### src/rtl/scpad_dram_wr_req_queue_pkg.sv
// Shared types for the scratchpad DRAM write-request queue.
// Holds the request/entry structs, width constants and small index helpers.
package scpad_types_pkg;

    localparam int DRAM_ADDR_WIDTH = 32;
    localparam int COL_IDX_WIDTH   = 5;
    localparam int DRAM_ID_WIDTH   = 4;
    localparam int NUM_BYTES_WIDTH = COL_IDX_WIDTH + 1;
    // Source field is sized for the largest supported channel count.
    localparam int SRC_MAX_W       = 8;

    typedef logic [63:0] scpad_data_t;

    typedef struct packed {
        logic                       valid;
        logic [DRAM_ADDR_WIDTH-1:0] dram_addr;
        logic [NUM_BYTES_WIDTH-1:0] num_bytes;
        scpad_data_t                wdata;
    } dram_write_req_t;

    typedef struct packed {
        dram_write_req_t            req;
        logic [DRAM_ID_WIDTH-1:0]   id;
        logic [SRC_MAX_W-1:0]       src;
    } dram_wr_entry_t;

    // Index width with a floor of one bit, so NUM_CH=1 still has a field.
    function automatic int idx_width(input int n);
        return (n > 1) ? $clog2(n) : 1;
    endfunction

    // (base + off) mod n for base < n and off <= n.
    function automatic int wrap_add(input int base, input int off, input int n);
        int s;
        s = base + off;
        return (s >= n) ? s - n : s;
    endfunction

endpackage

### src/rtl/scpad_dram_wr_req_queue_if.sv
// Channel-side and DRAM-side signals of the write-request queue.
// slave: queue view (requests in, head/status out); master: client view.
interface scpad_dram_wr_req_queue_if
    import scpad_types_pkg::*;
#(
    parameter int NUM_CH = 4,
    parameter int DEPTH  = 8
);
    localparam int SRC_W = idx_width(NUM_CH);
    localparam int OCC_W = $clog2(DEPTH + 1);

    logic [NUM_CH-1:0]        sched_write;
    dram_write_req_t          wr_req [NUM_CH];
    logic [NUM_CH-1:0]        wr_req_latched;
    logic                     dram_write_queue_full;
    logic                     dram_write_queue_afull;
    logic [OCC_W-1:0]         occupancy;
    dram_write_req_t          be_dram_write_req;
    logic [DRAM_ID_WIDTH-1:0] be_dram_wr_id;
    logic [SRC_W-1:0]         be_dram_wr_src;
    logic                     be_dram_stall;
    logic                     be_dram_wr_req_accepted;

    modport slave (
        input  sched_write, wr_req, be_dram_stall,
        output wr_req_latched, dram_write_queue_full,
        output dram_write_queue_afull, occupancy,
        output be_dram_write_req, be_dram_wr_id,
        output be_dram_wr_src, be_dram_wr_req_accepted
    );

    modport master (
        output sched_write, wr_req, be_dram_stall,
        input  wr_req_latched, dram_write_queue_full,
        input  dram_write_queue_afull, occupancy,
        input  be_dram_write_req, be_dram_wr_id,
        input  be_dram_wr_src, be_dram_wr_req_accepted
    );

endinterface

### src/rtl/scpad_dram_wr_req_queue_rr_arbiter.sv
// Round-robin arbiter: one-hot grant searched from rr_ptr upward.
// Ports: req in, advance in; grant/grant_idx/grant_valid out; owns rr_ptr.
module scpad_rr_arbiter
    import scpad_types_pkg::*;
#(
    parameter  int NUM_CH = 4,
    localparam int IDX_W  = idx_width(NUM_CH)
) (
    input  logic              clk,
    input  logic              rst,
    input  logic [NUM_CH-1:0] req,
    input  logic              advance,
    output logic [NUM_CH-1:0] grant,
    output logic [IDX_W-1:0]  grant_idx,
    output logic              grant_valid
);

    logic [IDX_W-1:0] rr_ptr_q, rr_ptr_d;
    logic [IDX_W-1:0] cand;

    always_comb begin
        grant       = '0;
        grant_idx   = '0;
        grant_valid = 1'b0;
        cand        = '0;
        for (int k = 0; k < NUM_CH; k++) begin
            cand = IDX_W'(wrap_add(int'(rr_ptr_q), k, NUM_CH));
            if (!grant_valid && req[cand]) begin
                grant_valid = 1'b1;
                grant_idx   = cand;
                grant[cand] = 1'b1;
            end
        end
    end

    always_comb begin
        rr_ptr_d = rr_ptr_q;
        if (advance && grant_valid)
            rr_ptr_d = IDX_W'(wrap_add(int'(grant_idx), 1, NUM_CH));
    end

    always_ff @(posedge clk) begin
        if (rst) rr_ptr_q <= '0;
        else     rr_ptr_q <= rr_ptr_d;
    end

endmodule

### src/rtl/scpad_dram_wr_req_queue.sv
// Multi-channel DRAM write-request queue: RR arbiter -> shared FIFO -> DRAM.
// Ports: clk, rst (sync, active-high), bus (slave). Option: SCPAD_WRQ_BYPASS_EN.
module scpad_dram_wr_req_queue
    import scpad_types_pkg::*;
#(
    parameter int NUM_CH       = 4,
    parameter int DEPTH        = 8,
    parameter int AFULL_THRESH = DEPTH - 2
) (
    input logic                      clk,
    input logic                      rst,
    scpad_dram_wr_req_queue_if.slave bus
);

    localparam int SRC_W = idx_width(NUM_CH);
    localparam int PTR_W = $clog2(DEPTH);
    localparam int OCC_W = $clog2(DEPTH + 1);

    dram_wr_entry_t           mem_q [DEPTH];
    dram_wr_entry_t           mem_d [DEPTH];
    logic [PTR_W-1:0]         wr_ptr_q, wr_ptr_d;
    logic [PTR_W-1:0]         rd_ptr_q, rd_ptr_d;
    logic [OCC_W-1:0]         occ_q, occ_d;
    logic [DRAM_ID_WIDTH-1:0] next_id_q, next_id_d;

    logic [NUM_CH-1:0] arb_req, grant;
    logic [SRC_W-1:0]  grant_idx;
    logic              grant_valid;
    dram_write_req_t   g_req;
    dram_wr_entry_t    new_entry;
    dram_wr_entry_t    out_entry;
    logic              full, head_vld, nonzero;
    logic              bypass, push, pop;

    // Full comes from registered occupancy, so a same-cycle pop
    // never frees a slot for a grant.
    assign full     = (occ_q == OCC_W'(DEPTH));
    assign head_vld = (occ_q != '0);
    assign arb_req  = (rst || full) ? '0 : bus.sched_write;

    scpad_rr_arbiter #(.NUM_CH(NUM_CH)) u_arb (
        .clk         (clk),
        .rst         (rst),
        .req         (arb_req),
        .advance     (!rst),
        .grant       (grant),
        .grant_idx   (grant_idx),
        .grant_valid (grant_valid)
    );

    always_comb begin
        g_req                 = bus.wr_req[grant_idx];
        nonzero               = (g_req.num_bytes != '0);
        new_entry             = '0;
        new_entry.req         = g_req;
        new_entry.req.valid   = 1'b1;
        new_entry.id          = next_id_q;
        new_entry.src         = SRC_MAX_W'(grant_idx);
    end

`ifdef SCPAD_WRQ_BYPASS_EN
    // Empty queue and a ready controller: hand the request straight over.
    assign bypass = !head_vld && grant_valid && nonzero
                  && !bus.be_dram_stall;
`else
    assign bypass = 1'b0;
`endif

    // Zero-byte requests are acknowledged but never stored.
    assign push = grant_valid && nonzero && !bypass;
    assign pop  = head_vld && !bus.be_dram_stall && !rst;

    always_comb begin
        mem_d     = mem_q;
        wr_ptr_d  = wr_ptr_q;
        rd_ptr_d  = rd_ptr_q;
        occ_d     = occ_q + OCC_W'(push) - OCC_W'(pop);
        next_id_d = next_id_q;
        if (pop) begin
            mem_d[rd_ptr_q].req.valid = 1'b0;
            rd_ptr_d = rd_ptr_q + PTR_W'(1);
        end
        if (push) begin
            mem_d[wr_ptr_q] = new_entry;
            wr_ptr_d = wr_ptr_q + PTR_W'(1);
        end
        if (push || bypass)
            next_id_d = next_id_q + DRAM_ID_WIDTH'(1);
    end

    always_ff @(posedge clk) begin
        if (rst) begin
            mem_q     <= '{default: '0};
            wr_ptr_q  <= '0;
            rd_ptr_q  <= '0;
            occ_q     <= '0;
            next_id_q <= '0;
        end else begin
            mem_q     <= mem_d;
            wr_ptr_q  <= wr_ptr_d;
            rd_ptr_q  <= rd_ptr_d;
            occ_q     <= occ_d;
            next_id_q <= next_id_d;
        end
    end

    // Head is zeroed while empty so stale slots never leak out.
    always_comb begin
        out_entry = '0;
        if (bypass)
            out_entry = new_entry;
        else if (head_vld)
            out_entry = mem_q[rd_ptr_q];
    end

    assign bus.wr_req_latched          = grant;
    assign bus.dram_write_queue_full   = full;
    assign bus.dram_write_queue_afull  = (occ_q >= OCC_W'(AFULL_THRESH));
    assign bus.occupancy               = occ_q;
    assign bus.be_dram_write_req       = out_entry.req;
    assign bus.be_dram_wr_id           = out_entry.id;
    assign bus.be_dram_wr_src          = SRC_W'(out_entry.src);
    assign bus.be_dram_wr_req_accepted = pop || bypass;

endmodule

### src/flat_wrapper.sv
// flat-port wrapper written by rule: the top's interface ports become plain ports
module scpad_dram_wr_req_queue_flat import scpad_types_pkg::*;
#(
    parameter int NUM_CH       = 4,
    parameter int DEPTH        = 8,
    parameter int AFULL_THRESH = DEPTH - 2
)
  (clk, rst, bus_sched_write, bus_wr_req, bus_be_dram_stall, bus_wr_req_latched, bus_dram_write_queue_full, bus_dram_write_queue_afull, bus_occupancy, bus_be_dram_write_req, bus_be_dram_wr_id, bus_be_dram_wr_src, bus_be_dram_wr_req_accepted);
  scpad_dram_wr_req_queue_if #(.NUM_CH(NUM_CH), .DEPTH(DEPTH)) bus_i ();
  input logic clk;
  input logic rst;
  input wire logic [$bits(bus_i.sched_write)-1:0] bus_sched_write;
  input wire logic [$bits(bus_i.wr_req)-1:0] bus_wr_req;
  input wire logic [$bits(bus_i.be_dram_stall)-1:0] bus_be_dram_stall;
  output wire logic [$bits(bus_i.wr_req_latched)-1:0] bus_wr_req_latched;
  output wire logic [$bits(bus_i.dram_write_queue_full)-1:0] bus_dram_write_queue_full;
  output wire logic [$bits(bus_i.dram_write_queue_afull)-1:0] bus_dram_write_queue_afull;
  output wire logic [$bits(bus_i.occupancy)-1:0] bus_occupancy;
  output wire logic [$bits(bus_i.be_dram_write_req)-1:0] bus_be_dram_write_req;
  output wire logic [$bits(bus_i.be_dram_wr_id)-1:0] bus_be_dram_wr_id;
  output wire logic [$bits(bus_i.be_dram_wr_src)-1:0] bus_be_dram_wr_src;
  output wire logic [$bits(bus_i.be_dram_wr_req_accepted)-1:0] bus_be_dram_wr_req_accepted;
  assign bus_i.sched_write = bus_sched_write;
  assign bus_i.wr_req = {>>{bus_wr_req}};
  assign bus_i.be_dram_stall = bus_be_dram_stall;
  assign bus_wr_req_latched = bus_i.wr_req_latched;
  assign bus_dram_write_queue_full = bus_i.dram_write_queue_full;
  assign bus_dram_write_queue_afull = bus_i.dram_write_queue_afull;
  assign bus_occupancy = bus_i.occupancy;
  assign bus_be_dram_write_req = bus_i.be_dram_write_req;
  assign bus_be_dram_wr_id = bus_i.be_dram_wr_id;
  assign bus_be_dram_wr_src = bus_i.be_dram_wr_src;
  assign bus_be_dram_wr_req_accepted = bus_i.be_dram_wr_req_accepted;
  scpad_dram_wr_req_queue #(.NUM_CH(NUM_CH), .DEPTH(DEPTH), .AFULL_THRESH(AFULL_THRESH)) u_core (.clk(clk), .rst(rst), .bus(bus_i));
endmodule
### config.mk
export PLATFORM = sky130hd
export DESIGN_NAME = scpad_dram_wr_req_queue_flat
export DESIGN_NICKNAME = d
export VERILOG_FILES = /design/src/rtl/scpad_dram_wr_req_queue_pkg.sv /design/src/rtl/scpad_dram_wr_req_queue_if.sv /design/src/rtl/scpad_dram_wr_req_queue_rr_arbiter.sv /design/src/rtl/scpad_dram_wr_req_queue.sv /design/src/flat_wrapper.sv
export SDC_FILE = /design/constraint.sdc
export NUM_CORES = 2
export LEC_CHECK = 0
export CORE_UTILIZATION = 55
export CTS_BUF_LIST = sky130_fd_sc_hd__clkbuf_2 sky130_fd_sc_hd__clkbuf_4 sky130_fd_sc_hd__clkbuf_8
export DETAILED_ROUTE_END_ITERATION = 16
export PLACE_DENSITY = 0.79
export SLEW_MARGIN = 30
export SYNTH_ARGS = -nofsm -noshare
export SYNTH_HDL_FRONTEND = slang
export SYNTH_HIERARCHICAL = 1
export SYNTH_SLANG_ARGS = --single-unit
### constraint.sdc
create_clock -name clk -period 10.1 [get_ports clk]
set_input_delay 3.03 -clock clk [delete_from_list [all_inputs] [get_ports clk]]
set_output_delay 3.03 -clock clk [all_outputs]
set_load 0.03 [all_outputs]
==> impl_metrics.tcl <==
set metrics [dict create \
    fmax_ghz 0.1104 \
    ys_ff_latch 888 \
    grt_pass1_wl_mm 163.5 \
    cts_buffers 144 \
    wl_mm 102.5 \
    post-place-ws_ns 1.066 \
    crit_path_start_kind "primary input" \
    worstMarginPinSlew_ns 0.9719 \
    hold_viol 0 \
    peakVddDrop_mv 0.3062 \
    antenna_found_initial 1 \
    rsz0062_at_grt "false" \
    synth-edff-count 0 \
    cts.path.max_buffers 3 \
    cts_setup_buffers 0 \
    syn_area_um2 41540 \
    vias 29700 \
    synth_cell_types 48 \
    critPathTopFamily "buffers and inverters" \
    fin_setup_tns_ns 0 \
    critPathMaxStageDelay_ns 0.67 \
    htree_num_levels 4 \
    setup_ws_ns 1.042 \
    syn_nets 4176 \
    cts_tree "done" \
    avgSynthCellArea_um2 11.11 \
    status "finished clean" \
    critPathMaxFanout 12 \
    yosys.area.top_type_share_pct 42.80 \
    period_needed_ns 9.058 \
    cts_sinks 888 \
    ctsResizeCount 0 \
    ys_top_cells_by_area "dfxtp_1 43%, mux2i_1 24%, mux4_2 18%" \
    max_cap_viol_count 0 \
    hp-class "flip-flop to flip-flop" \
    worstPathCellList "clkdlybuf4s50_1 -> nor2_1 -> and2_1 -> mux4_2 -> nor3_1 -> and2_1 -> a221o_1 -> clkdlybuf4s50_1" \
    fin_nets 4584 \
    dp_hpwl_mm 59.10 \
    cp_num_buf_inv 2 \
    p_leak_nw 22.74 \
    overflow 0 \
    ioPinCount 539 \
    clockRootBuffer "clkbuf_8" \
    gp_congestion 0.7796 \
    final_cell_mix "981 x nand2_1, 976 x mux2i_1, 885 x dfxtp_1, 534 x clkdlybuf4s50_1, 324 x mux4_2" \
    p_per_area_nw_per_um2 258.7 \
    min_period_over_period_pct 89.69 \
    yosysSeqAreaShare_pct 42.80 \
    drive_above_1_share_pct 14.88 \
    synth_ff_type "dfxtp_1" \
    synth_top_area_cell "dfxtp_1" \
    grt_pass1_vias 30950 \
    drc 0 \
    drt-initial-drc-count 1831 \
    fp.coreArea_um2 74570 \
    final_util_pct 67.44 \
    drv_slew 0 \
    grtUsageTotal_pct 26.49 \
    critPathKind "primary input to output port" \
    area_growth_pct 21.08 \
    io_buffers 534 \
    cpMaxStageDelayCell "clkdlybuf4s50_1" \
    die_h_um 276.8 \
    ctsHoldBuffers 0 \
    final_common_cell "nand2_1" \
    async_flop_share_pct 0 \
    syn_inst 3740 \
    dr.pass1.iters 5 \
    routed_via_density 5.685 \
    start_util_pct 55.70 \
    path_clk_slew_ns 0.06 \
    finalClockSkew_ns 0.03764 \
    crit_required_ns 7.07 \
    die_w_um 276.8 \
    avgRoutedWirePerCell_um 19.63 \
    slew-limit-headroom_pct 35.21 \
    yosys_warnings 6 \
    grt_max_degree 210 \
    ant_nets 0 \
    cp_data_arrival_time_ns 6.03 \
    std_cell_rows 100 \
    setup_viol 0 \
    endpoint_kind "output port" \
    clk_latency_ns 0.79 \
    die_area_um2 76620 \
]
[report_power, final]
group / switching (mW) / internal [mW]
registers: 0.280 / 4.00
clock network: 1.42 / 1.89
logic: 3.06 / 2.37
[metrics by stage]
step	power, mW	hold slack [ns]	instance area [µm²]	instances
finish	13.01	0.4548	50290	5224
global route	13.63	0.4694	50290	5224
CTS	13.08	0.4580	50280	5223
detailed placement	9.772	0.4492	47170	4971
global placement	9.685	0.4413	47170	4971
floorplan	8.212	0.4353	41540	3740
[cells in the mapped netlist, types with 3 or more instances]
| cell | n |
|---|---|
| buf_4 | 60 |
| mux4_2 | 324 |
| dfxtp_1 | 888 |
| mux2i_1 | 976 |
| o21ai_0 | 12 |
| a22oi_1 | 5 |
| o211ai_1 | 8 |
| nand3_1 | 8 |
| buf_1 | 38 |
| and2_1 | 6 |
| buf_2 | 30 |
| a211o_1 | 3 |
| nor3_1 | 4 |
| buf_6 | 14 |
| inv_1 | 12 |
| xnor2_1 | 4 |
| nand2_1 | 982 |
| a221o_1 | 4 |
| a21oi_1 | 11 |
| nor2_1 | 126 |
| nand2b_1 | 3 |
| ha_1 | 16 |
| clkbuf_1 | 169 |
[cells by family after synthesis]
family	count (synthesis)	synth area share (%)
muxes	1302	41.14
and+or+nand+nor	1147	10.61
DFF	888	42.80
buffers and inverters	326	3.886
AOI/OAI and AO/OA	55	0.9248
adders and majority gates	17	0.5302
xor gates and xnor gates	5	0.1054
[layout make-up]
type / instances / area [µm²]
Antenna cell: 1 / 2.502
Tap cell: 969 / 1212
Clock buffer: 229 / 2883
Clock inverter: 23 / 231.5
Timing Repair Buffer: 575 / 5907
Fill cell: 5625 / 24280
Inverter: 13 / 56.30
Sequential cell: 888 / 17790
Multi-Input combinational cell: 2526 / 22210
[worst paths after layout]
kind / startpoint / endpoint / slack [ns] / depth (start not counted)
worst max-delay path: rst / bus_wr_req_latched[3] / 1.04 / 8
worst min-delay path: u_core/mem_q[703] / u_core/mem_q[703] / 0.45 / 2
worst max register to register: u_core/bus.occupancy[2] / u_core/bus.occupancy[2] / 3.95 / 19
worst min register to register: u_core/mem_q[703] / u_core/mem_q[703] / 0.45 / 2
[per-layer routing]
metal / up-vias / GRT usage, % / routed length (µm)
met2: 675 / 45.02 / 50880
met3: 168 / 4.665 / 4343
met5: - / 0 / 0
met4: 0 / 8.875 / 2489
li1: 14010 / - / -
met1: 14840 / 34.11 / 44810
[sequential cells by signal, summed over array words and instances (netlist names)]
| register | count |
|---|---|
| u_core/wr_ptr_q | 3 |
| u_core/u_arb/rr_ptr_q | 2 |
| u_core/mem_q | 872 |
| u_core/next_id_q | 4 |
| u_core/rd_ptr_q | 3 |
| u_core/bus.occupancy | 4 |
[tightest hold or removal path, stage by stage, from the launching register on]
cell	delay, ns
dfxtp_1	0.30
nand2_1	0.05
mux2i_1	0.05
No activity file was read; power rests on OpenSTA's default activity.
